`src/rtl/mem_arb_pkg.sv`:
```
// Shared types for the memory port arbiter: FSM states, request owner, and the owner-to-wait-state mapping.
package mem_arb_pkg;

    localparam int unsigned MASK_W = 4;

    typedef enum logic [1:0] {
        ARB_IDLE   = 2'd0,
        ARB_WAIT_I = 2'd1,
        ARB_WAIT_D = 2'd2
    } arb_state_e;

    typedef enum logic {
        OWN_I = 1'b0,
        OWN_D = 1'b1
    } arb_owner_e;

    function automatic arb_state_e wait_state(input arb_owner_e owner);
        return (owner == OWN_I) ? ARB_WAIT_I : ARB_WAIT_D;
    endfunction

endpackage

```
`src/rtl/mem_port_arbiter_if.sv`:
```
// Fetch, data and memory-side handshake bundle; slave = arbiter view, master = surrounding pipeline/memory view.
interface mem_port_arbiter_if
    import mem_arb_pkg::*;
#(
    parameter int ADDR_WIDTH = 32,
    parameter int DATA_WIDTH = 32
) ();

    logic                  i_req_valid;
    logic                  i_req_ready;
    logic [ADDR_WIDTH-1:0] i_addr;
    logic                  i_flush;
    logic                  i_resp_valid;
    logic [DATA_WIDTH-1:0] i_rdata;

    logic                  d_req_valid;
    logic                  d_req_ready;
    logic [ADDR_WIDTH-1:0] d_addr;
    logic                  d_we;
    logic [MASK_W-1:0]     d_wmask;
    logic [DATA_WIDTH-1:0] d_wdata;
    logic                  d_resp_valid;
    logic [DATA_WIDTH-1:0] d_rdata;

    logic                  mem_req_valid;
    logic                  mem_req_ready;
    logic [ADDR_WIDTH-1:0] mem_addr;
    logic                  mem_we;
    logic [MASK_W-1:0]     mem_wmask;
    logic [DATA_WIDTH-1:0] mem_wdata;
    logic                  mem_resp_valid;
    logic [DATA_WIDTH-1:0] mem_rdata;

    modport slave (
        input  i_req_valid, i_addr, i_flush,
        output i_req_ready, i_resp_valid, i_rdata,
        input  d_req_valid, d_addr, d_we, d_wmask, d_wdata,
        output d_req_ready, d_resp_valid, d_rdata,
        output mem_req_valid, mem_addr, mem_we, mem_wmask, mem_wdata,
        input  mem_req_ready, mem_resp_valid, mem_rdata
    );

    modport master (
        output i_req_valid, i_addr, i_flush,
        input  i_req_ready, i_resp_valid, i_rdata,
        output d_req_valid, d_addr, d_we, d_wmask, d_wdata,
        input  d_req_ready, d_resp_valid, d_rdata,
        input  mem_req_valid, mem_addr, mem_we, mem_wmask, mem_wdata,
        output mem_req_ready, mem_resp_valid, mem_rdata
    );

endinterface

```
`src/rtl/mem_arb_grant.sv`:
```
// Grant decision between fetch (I) and data (D). Fixed D priority with starvation guard by default;
// round-robin on contention when MEM_ARB_ROUND_ROBIN_EN is defined.
module mem_arb_grant
    import mem_arb_pkg::*;
#(
    parameter int STARVE_MAX = 4
) (
    input  logic       clk,
    input  logic       rst,
    input  logic       i_req_valid,
    input  logic       d_req_valid,
    input  logic       i_flush,
    input  logic       handshake,
    output arb_owner_e winner
);

    logic i_eligible_s;

    assign i_eligible_s = i_req_valid & ~i_flush;

`ifdef MEM_ARB_ROUND_ROBIN_EN

    arb_owner_e last_grant_q;

    // Contention goes to whoever did not win the previous grant.
    always_comb begin
        winner = OWN_D;
        if (i_eligible_s && d_req_valid) begin
            winner = (last_grant_q == OWN_D) ? OWN_I : OWN_D;
        end else if (i_eligible_s) begin
            winner = OWN_I;
        end else begin
            winner = OWN_D;
        end
    end

    // Remember the owner of every accepted request.
    always_ff @(posedge clk) begin
        if (!rst) begin
            last_grant_q <= OWN_I;
        end else if (handshake) begin
            last_grant_q <= winner;
        end else begin
            last_grant_q <= last_grant_q;
        end
    end

`else

    localparam int CNT_W = $clog2(STARVE_MAX + 1);

    logic [CNT_W-1:0] starve_cnt_q;
    logic [CNT_W-1:0] starve_cnt_d;
    logic             starved_s;

    assign starved_s = (starve_cnt_q == CNT_W'(STARVE_MAX));

    // D has priority unless I has been passed over STARVE_MAX times in a row.
    always_comb begin
        winner = OWN_D;
        if (i_eligible_s && (!d_req_valid || starved_s)) begin
            winner = OWN_I;
        end else begin
            winner = OWN_D;
        end
    end

    // Count D grants that happen while I is waiting; any idle I cycle or I grant clears it.
    always_comb begin
        starve_cnt_d = starve_cnt_q;
        if (!i_req_valid) begin
            starve_cnt_d = {CNT_W{1'b0}};
        end else if (handshake && (winner == OWN_I)) begin
            starve_cnt_d = {CNT_W{1'b0}};
        end else if (handshake && !starved_s) begin
            starve_cnt_d = starve_cnt_q + CNT_W'(1);
        end else begin
            starve_cnt_d = starve_cnt_q;
        end
    end

    // Starvation counter register.
    always_ff @(posedge clk) begin
        if (!rst) begin
            starve_cnt_q <= {CNT_W{1'b0}};
        end else begin
            starve_cnt_q <= starve_cnt_d;
        end
    end

`endif

endmodule

```
`src/rtl/mem_port_arbiter.sv`:
```
// Shares one memory port between fetch and data access; one transaction in flight, responses routed to
// the issuer, flushed fetch responses dropped. Optional MEM_ARB_ROUND_ROBIN_EN selects round-robin grant.
module mem_port_arbiter
    import mem_arb_pkg::*;
#(
    parameter int ADDR_WIDTH = 32,
    parameter int DATA_WIDTH = 32,
    parameter int STARVE_MAX = 4
) (
    input  logic                clk,
    input  logic                rst,
    mem_port_arbiter_if.slave   bus
);

    arb_state_e state_q;
    logic       drop_q;
    logic       store_q;
    arb_owner_e winner_s;
    logic       i_eligible_s;
    logic       handshake_s;

    assign i_eligible_s = bus.i_req_valid & ~bus.i_flush;
    assign handshake_s  = bus.mem_req_valid & bus.mem_req_ready;

    mem_arb_grant #(
        .STARVE_MAX (STARVE_MAX)
    ) u_grant (
        .clk         (clk),
        .rst         (rst),
        .i_req_valid (bus.i_req_valid),
        .d_req_valid (bus.d_req_valid),
        .i_flush     (bus.i_flush),
        .handshake   (handshake_s),
        .winner      (winner_s)
    );

    // Request steering in IDLE and response pass-through in WAIT_x; everything is forced low in reset.
    always_comb begin
        bus.i_req_ready   = 1'b0;
        bus.i_resp_valid  = 1'b0;
        bus.i_rdata       = {DATA_WIDTH{1'b0}};
        bus.d_req_ready   = 1'b0;
        bus.d_resp_valid  = 1'b0;
        bus.d_rdata       = {DATA_WIDTH{1'b0}};
        bus.mem_req_valid = 1'b0;
        bus.mem_addr      = {ADDR_WIDTH{1'b0}};
        bus.mem_we        = 1'b0;
        bus.mem_wmask     = {MASK_W{1'b0}};
        bus.mem_wdata     = {DATA_WIDTH{1'b0}};
        if (rst) begin
            case (state_q)
                ARB_IDLE: begin
                    if ((winner_s == OWN_I) && i_eligible_s) begin
                        bus.mem_req_valid = 1'b1;
                        bus.mem_addr      = bus.i_addr;
                        bus.i_req_ready   = bus.mem_req_ready;
                    end else if ((winner_s == OWN_D) && bus.d_req_valid) begin
                        bus.mem_req_valid = 1'b1;
                        bus.mem_addr      = bus.d_addr;
                        bus.mem_we        = bus.d_we;
                        bus.mem_wmask     = bus.d_wmask;
                        bus.mem_wdata     = bus.d_wdata;
                        bus.d_req_ready   = bus.mem_req_ready;
                    end else begin
                        bus.mem_req_valid = 1'b0;
                    end
                end
                ARB_WAIT_I: begin
                    if (bus.mem_resp_valid && !drop_q && !bus.i_flush) begin
                        bus.i_resp_valid = 1'b1;
                        bus.i_rdata      = bus.mem_rdata;
                    end else begin
                        bus.i_resp_valid = 1'b0;
                    end
                end
                ARB_WAIT_D: begin
                    if (bus.mem_resp_valid) begin
                        bus.d_resp_valid = 1'b1;
                        bus.d_rdata      = store_q ? {DATA_WIDTH{1'b0}} : bus.mem_rdata;
                    end else begin
                        bus.d_resp_valid = 1'b0;
                    end
                end
                default: begin
                    bus.mem_req_valid = 1'b0;
                end
            endcase
        end else begin
            bus.mem_req_valid = 1'b0;
        end
    end

    // Transaction FSM; drop_q remembers a flush seen while a fetch was outstanding.
    always_ff @(posedge clk) begin
        if (!rst) begin
            state_q <= ARB_IDLE;
            drop_q  <= 1'b0;
            store_q <= 1'b0;
        end else begin
            case (state_q)
                ARB_IDLE: begin
                    drop_q <= 1'b0;
                    if (handshake_s) begin
                        state_q <= wait_state(winner_s);
                        store_q <= (winner_s == OWN_D) & bus.d_we;
                    end else begin
                        state_q <= ARB_IDLE;
                    end
                end
                ARB_WAIT_I: begin
                    if (bus.mem_resp_valid) begin
                        state_q <= ARB_IDLE;
                        drop_q  <= 1'b0;
                    end else if (bus.i_flush) begin
                        drop_q  <= 1'b1;
                    end else begin
                        drop_q  <= drop_q;
                    end
                end
                ARB_WAIT_D: begin
                    if (bus.mem_resp_valid) begin
                        state_q <= ARB_IDLE;
                    end else begin
                        state_q <= ARB_WAIT_D;
                    end
                end
                default: begin
                    state_q <= ARB_IDLE;
                    drop_q  <= 1'b0;
                end
            endcase
        end
    end

endmodule

```
`src/flat_wrapper.sv`:
```
// flat-port wrapper written by rule: the top's interface ports become plain ports
module mem_port_arbiter_flat import mem_arb_pkg::*;
#(
    parameter int ADDR_WIDTH = 32,
    parameter int DATA_WIDTH = 32,
    parameter int STARVE_MAX = 4
)
  (clk, rst, bus_i_req_valid, bus_i_addr, bus_i_flush, bus_i_req_ready, bus_i_resp_valid, bus_i_rdata, bus_d_req_valid, bus_d_addr, bus_d_we, bus_d_wmask, bus_d_wdata, bus_d_req_ready, bus_d_resp_valid, bus_d_rdata, bus_mem_req_valid, bus_mem_addr, bus_mem_we, bus_mem_wmask, bus_mem_wdata, bus_mem_req_ready, bus_mem_resp_valid, bus_mem_rdata);
  mem_port_arbiter_if #(.ADDR_WIDTH(ADDR_WIDTH), .DATA_WIDTH(DATA_WIDTH)) bus_i ();
  input  logic clk;
  input  logic rst;
  input wire logic [$bits(bus_i.i_req_valid)-1:0] bus_i_req_valid;
  input wire logic [$bits(bus_i.i_addr)-1:0] bus_i_addr;
  input wire logic [$bits(bus_i.i_flush)-1:0] bus_i_flush;
  output wire logic [$bits(bus_i.i_req_ready)-1:0] bus_i_req_ready;
  output wire logic [$bits(bus_i.i_resp_valid)-1:0] bus_i_resp_valid;
  output wire logic [$bits(bus_i.i_rdata)-1:0] bus_i_rdata;
  input wire logic [$bits(bus_i.d_req_valid)-1:0] bus_d_req_valid;
  input wire logic [$bits(bus_i.d_addr)-1:0] bus_d_addr;
  input wire logic [$bits(bus_i.d_we)-1:0] bus_d_we;
  input wire logic [$bits(bus_i.d_wmask)-1:0] bus_d_wmask;
  input wire logic [$bits(bus_i.d_wdata)-1:0] bus_d_wdata;
  output wire logic [$bits(bus_i.d_req_ready)-1:0] bus_d_req_ready;
  output wire logic [$bits(bus_i.d_resp_valid)-1:0] bus_d_resp_valid;
  output wire logic [$bits(bus_i.d_rdata)-1:0] bus_d_rdata;
  output wire logic [$bits(bus_i.mem_req_valid)-1:0] bus_mem_req_valid;
  output wire logic [$bits(bus_i.mem_addr)-1:0] bus_mem_addr;
  output wire logic [$bits(bus_i.mem_we)-1:0] bus_mem_we;
  output wire logic [$bits(bus_i.mem_wmask)-1:0] bus_mem_wmask;
  output wire logic [$bits(bus_i.mem_wdata)-1:0] bus_mem_wdata;
  input wire logic [$bits(bus_i.mem_req_ready)-1:0] bus_mem_req_ready;
  input wire logic [$bits(bus_i.mem_resp_valid)-1:0] bus_mem_resp_valid;
  input wire logic [$bits(bus_i.mem_rdata)-1:0] bus_mem_rdata;
  assign bus_i.i_req_valid = bus_i_req_valid;
  assign bus_i.i_addr = bus_i_addr;
  assign bus_i.i_flush = bus_i_flush;
  assign bus_i_req_ready = bus_i.i_req_ready;
  assign bus_i_resp_valid = bus_i.i_resp_valid;
  assign bus_i_rdata = bus_i.i_rdata;
  assign bus_i.d_req_valid = bus_d_req_valid;
  assign bus_i.d_addr = bus_d_addr;
  assign bus_i.d_we = bus_d_we;
  assign bus_i.d_wmask = bus_d_wmask;
  assign bus_i.d_wdata = bus_d_wdata;
  assign bus_d_req_ready = bus_i.d_req_ready;
  assign bus_d_resp_valid = bus_i.d_resp_valid;
  assign bus_d_rdata = bus_i.d_rdata;
  assign bus_mem_req_valid = bus_i.mem_req_valid;
  assign bus_mem_addr = bus_i.mem_addr;
  assign bus_mem_we = bus_i.mem_we;
  assign bus_mem_wmask = bus_i.mem_wmask;
  assign bus_mem_wdata = bus_i.mem_wdata;
  assign bus_i.mem_req_ready = bus_mem_req_ready;
  assign bus_i.mem_resp_valid = bus_mem_resp_valid;
  assign bus_i.mem_rdata = bus_mem_rdata;
  mem_port_arbiter #(.ADDR_WIDTH(ADDR_WIDTH), .DATA_WIDTH(DATA_WIDTH), .STARVE_MAX(STARVE_MAX)) u_core (.clk(clk), .rst(rst), .bus(bus_i));
endmodule
```
`config.mk`:
```
export PLATFORM = sky130hd
export DESIGN_NAME = mem_port_arbiter_flat
export DESIGN_NICKNAME = d
export VERILOG_FILES = /design/src/rtl/mem_arb_pkg.sv /design/src/rtl/mem_port_arbiter_if.sv /design/src/rtl/mem_arb_grant.sv /design/src/rtl/mem_port_arbiter.sv /design/src/flat_wrapper.sv
export SDC_FILE = /design/constraint.sdc
export NUM_CORES = 1
export LEC_CHECK = 0
export CAP_MARGIN = 20
export CELL_PAD_IN_SITES_DETAIL_PLACEMENT = 0
export CELL_PAD_IN_SITES_GLOBAL_PLACEMENT = 1
export CORE_ASPECT_RATIO = 2
export CORE_MARGIN = 3
export CORE_UTILIZATION = 11
export CTS_BUF_LIST = sky130_fd_sc_hd__clkbuf_8 sky130_fd_sc_hd__clkbuf_16
export CTS_CLUSTER_SIZE = 30
export DETAILED_ROUTE_END_ITERATION = 10
export PLACE_DENSITY = 0.88
export SLEW_MARGIN = 10
export SYNTH_ARGS = -nofsm -noshare
export SYNTH_HDL_FRONTEND = slang
export SYNTH_SLANG_ARGS = --single-unit
```
`constraint.sdc`:
```
create_clock -name clk -period 2.1 [get_ports clk]
set_input_delay 0.42 -clock clk [delete_from_list [all_inputs] [get_ports clk]]
set_output_delay 0.42 -clock clk [all_outputs]
set_load 0.005 [all_outputs]
```
==> impl_results.md <==
- Status: finished with violations
- Failing checks: setup timing
- CTS root buf: clkbuf_16
- CTS max path bufs: 2
- Slew headroom: 70.3%
- Hold buffer count at cts: 0
- Arrival time worst endpoint: 1.98 ns
- Slew Viols, Final: 0
- Final Instance Area: 0.00547 sq mm
- Final Hold Viols: 0
- Final hold slack: 0.482 ns
- Origin of the critical flop-to-flop path: u_core.state_q[1]
- P&R area growth vs syn: 274%
- Max VDD drop: 0.000355 V
- Leakage Power: 2.61 nW
- DRC: 0
- Average wire per standard cell: 17.8 microns
- Die area: 0.0148 sq mm
- Core ar.: 0.0130 sq mm
- Syn nets: 346
- DR iter-0 viols: 25
- Post-route ant nets: 0
- Overall power: 1.21 mW
- Fmax: 0.416 GHz
- Number of synthesized flops with an enable pin: 0
- Setup crit end kind: output port
- Die width: 87.5 microns
- Reg2reg end: u_core.u_grant.starve_cnt_q[2]
- TritonCTS Sinks: 7
- Avg Inst Size Synth: 7.17 sq um
- Initial Util: 11.3%
- Worst-Margin Slew: 0.445 ns
- Synthesized instance count: 204
- Share of layout cells above drive strength 1: 52.9%
- CP max FO: 5
- Final WS setup: -0.302 ns
- Combinational share of power: 61.5%
- Htree depth: 1
- Site Rows: 59
- Commonest register cell after synthesis: dfxtp_1
- Antenna violations before repair: 0
- Synth Cell Area: 0.00146 sq mm
- Gr usage total: 15.6%
- Sequential area share after synthesis: 9.58%
- Critical path class: reg -> out
- Worst Setup SP: u_core.state_q[1]
- Number of global-route vias before repair: 3251
- Pwr/cell area: 221 mW/mm^2
- Reg2Reg Setup Slack: 0.16 ns
- CP startpoint kind: flop
- R2R depth: 9
- Synth Warn #: 0
- Clk_lat worst skew: 0.23 ns
- Setup violators final: 103
- Net Sw Power: 0.303 mW
- GPL Wtd Cong: 0.777
- I/O Pins: 278
- Remaining global-route overflow: 0
- IO buf count: 277
- Cell-internal power: 0.902 mW
- Drt pass-1 iters: 6
- Post-Route WL: 12600 microns
- Tmin final: 2.40 ns
- Worst EP required: 1.68 ns
- Critical path endpoint: bus_mem_addr[25]
- Worst min path class: reg -> reg
- Largest net degree at the start of global routing: 15
- Switching share of power: 25.2%
- Sequential Power Share: 11.6%
- Clock transition at path regs: 0.04 ns
- Die Ht: 169 microns
- Fin Clk Skew: 0.00273 ns
- First-pass GRT wire length: 17700 microns
- Max cap viols: 0
- Async set-reset flop share out of synthesis: 0%
- Fillers: 1257
- CTS tree: built
- Core Util, Final: 42.1%
- Part of the power in the clock network: 26.9%
- Tcrit/Tclk final: 114%
- Num CTS Buffers: 3
- Final nets: 695
- Post-synthesis cell type count: 32
- Post-placement cell area: 0.00461 sq mm
- Vias per cell: 4.17
- Diode count: 0
- RSZ-0062 raised after global routing: true
- Hpwl dp: 8080 microns
- Vias: 2937
- #FFs+latches synth: 7
[state kept, by name, indices dropped and copies added (netlist names)]
name	cells
u_core.store_q	1
u_core.state_q	2
u_core.drop_q	1
u_core.u_grant.starve_cnt_q	3
[cells in the final DEF (no fill, tap or decap), types with 11 or more instances in the layout]
cell,count
and2_1,51
clkdlybuf4s50_1,134
buf_12,12
buf_6,76
and2_4,52
buf_2,75
buf_4,30
buf_16,11
a22o_1,31
[power by group through the flow]
stage	registers (mW)	logic (mW)	clock network [mW]
3_5_place_dp	0.140	0.599	0
4_1_cts	0.139	0.741	0.327
3_3_place_gp	0.140	0.589	0
2_1_floorplan	0.141	0.131	0
5_1_grt	0.140	0.785	0.331
6_report	0.140	0.742	0.324
[stage by stage]
step	setup TNS [ns]	worst slack (ns)	cells
2_1_floorplan	0	0.0610	204
3_3_place_gp	-112.94	-0.990	645
3_5_place_dp	-116.90	-1.06	645
4_1_cts	-20.01	-0.286	709
5_1_grt	-24.24	-0.338	704
6_report	-19.09	-0.302	704
[layout make-up]
type	count	area [sq um]	area share, %
repair buffers	360	3590	65.7
multi-input cells	176	1450	26.5
well taps	152	190	3.48
flip-flops and latches	7	143	2.61
clock buffers	3	75.1	1.37
inverters	5	18.8	0.343
clock inverters	1	3.75	0.0687
[timing repair]
action,CTS,global route
hold endpoints to repair,0,0
gates cloned,17,2
buffers inserted,44,11
gates resized for setup,622,118
pin swaps,45,37
endpoints found under the setup margin,139,133
[routing by layer]
| metal | track usage, % | vias up | wire length (microns) |
|---|---|---|---|
| met3 | 3.02 | 10 | 1170 |
| met4 | 4.21 | 0 | 136 |
| met1 | 13.0 | 1350 | 3450 |
| li1 | - | 1398 | - |
| met2 | 33.9 | 179 | 7810 |
| met5 | 0 | - | 0 |
[cells by family (layout without fill, tap and decap cells)]
logic type	Yosys count	in the layout	synth area share, %
simple gates	126	126	52.8
mux	1	1	0.684
compound gates	46	46	27.5
buf+inv	21	369	7.19
flops	7	7	9.58
xor+xnor	1	1	0.599
fa+ha+maj	2	2	1.71
[worst min-delay path by stage]
| stage | start | endpoint | slack (ns) | cells after the start |
|---|---|---|---|---|
| after global placement | u_core.drop_q | u_core.drop_q | 0.46 | 2 |
| after CTS | u_core.drop_q | u_core.drop_q | 0.49 | 2 |
| after floorplan | u_core.drop_q | u_core.drop_q | 0.45 | 2 |
| final | u_core.drop_q | u_core.drop_q | 0.48 | 2 |
| after global routing | u_core.drop_q | u_core.drop_q | 0.55 | 2 |
| after detailed placement | u_core.drop_q | u_core.drop_q | 0.48 | 2 |
[critical path, cell delays in order (launching register included)]
cell and delay, ns:
dfxtp_2 0.32, or3b_4 0.42, a311oi_4 0.33, buf_6 0.18, buf_8 0.13, clkbuf_16 0.14
a22o_1 0.12, buf_2 0.10
[synth_stat cells, drive strengths merged (2+ instances only)]
cell	number	area share (%)
nor2b	5	2.1
clkbuf	6	1.5
nor3b	2	1.0
dfxtp	7	9.6
ha	2	1.7
and2	103	44
nand2b	2	0.86
a22o	31	19
inv	5	1.3
buf	10	4.4
a21oi	3	1.0
a211oi	2	1.4
o2111ai	2	1.2
nor2	5	1.3
nand2	5	1.3
Power figures use the tool's default switching activity.
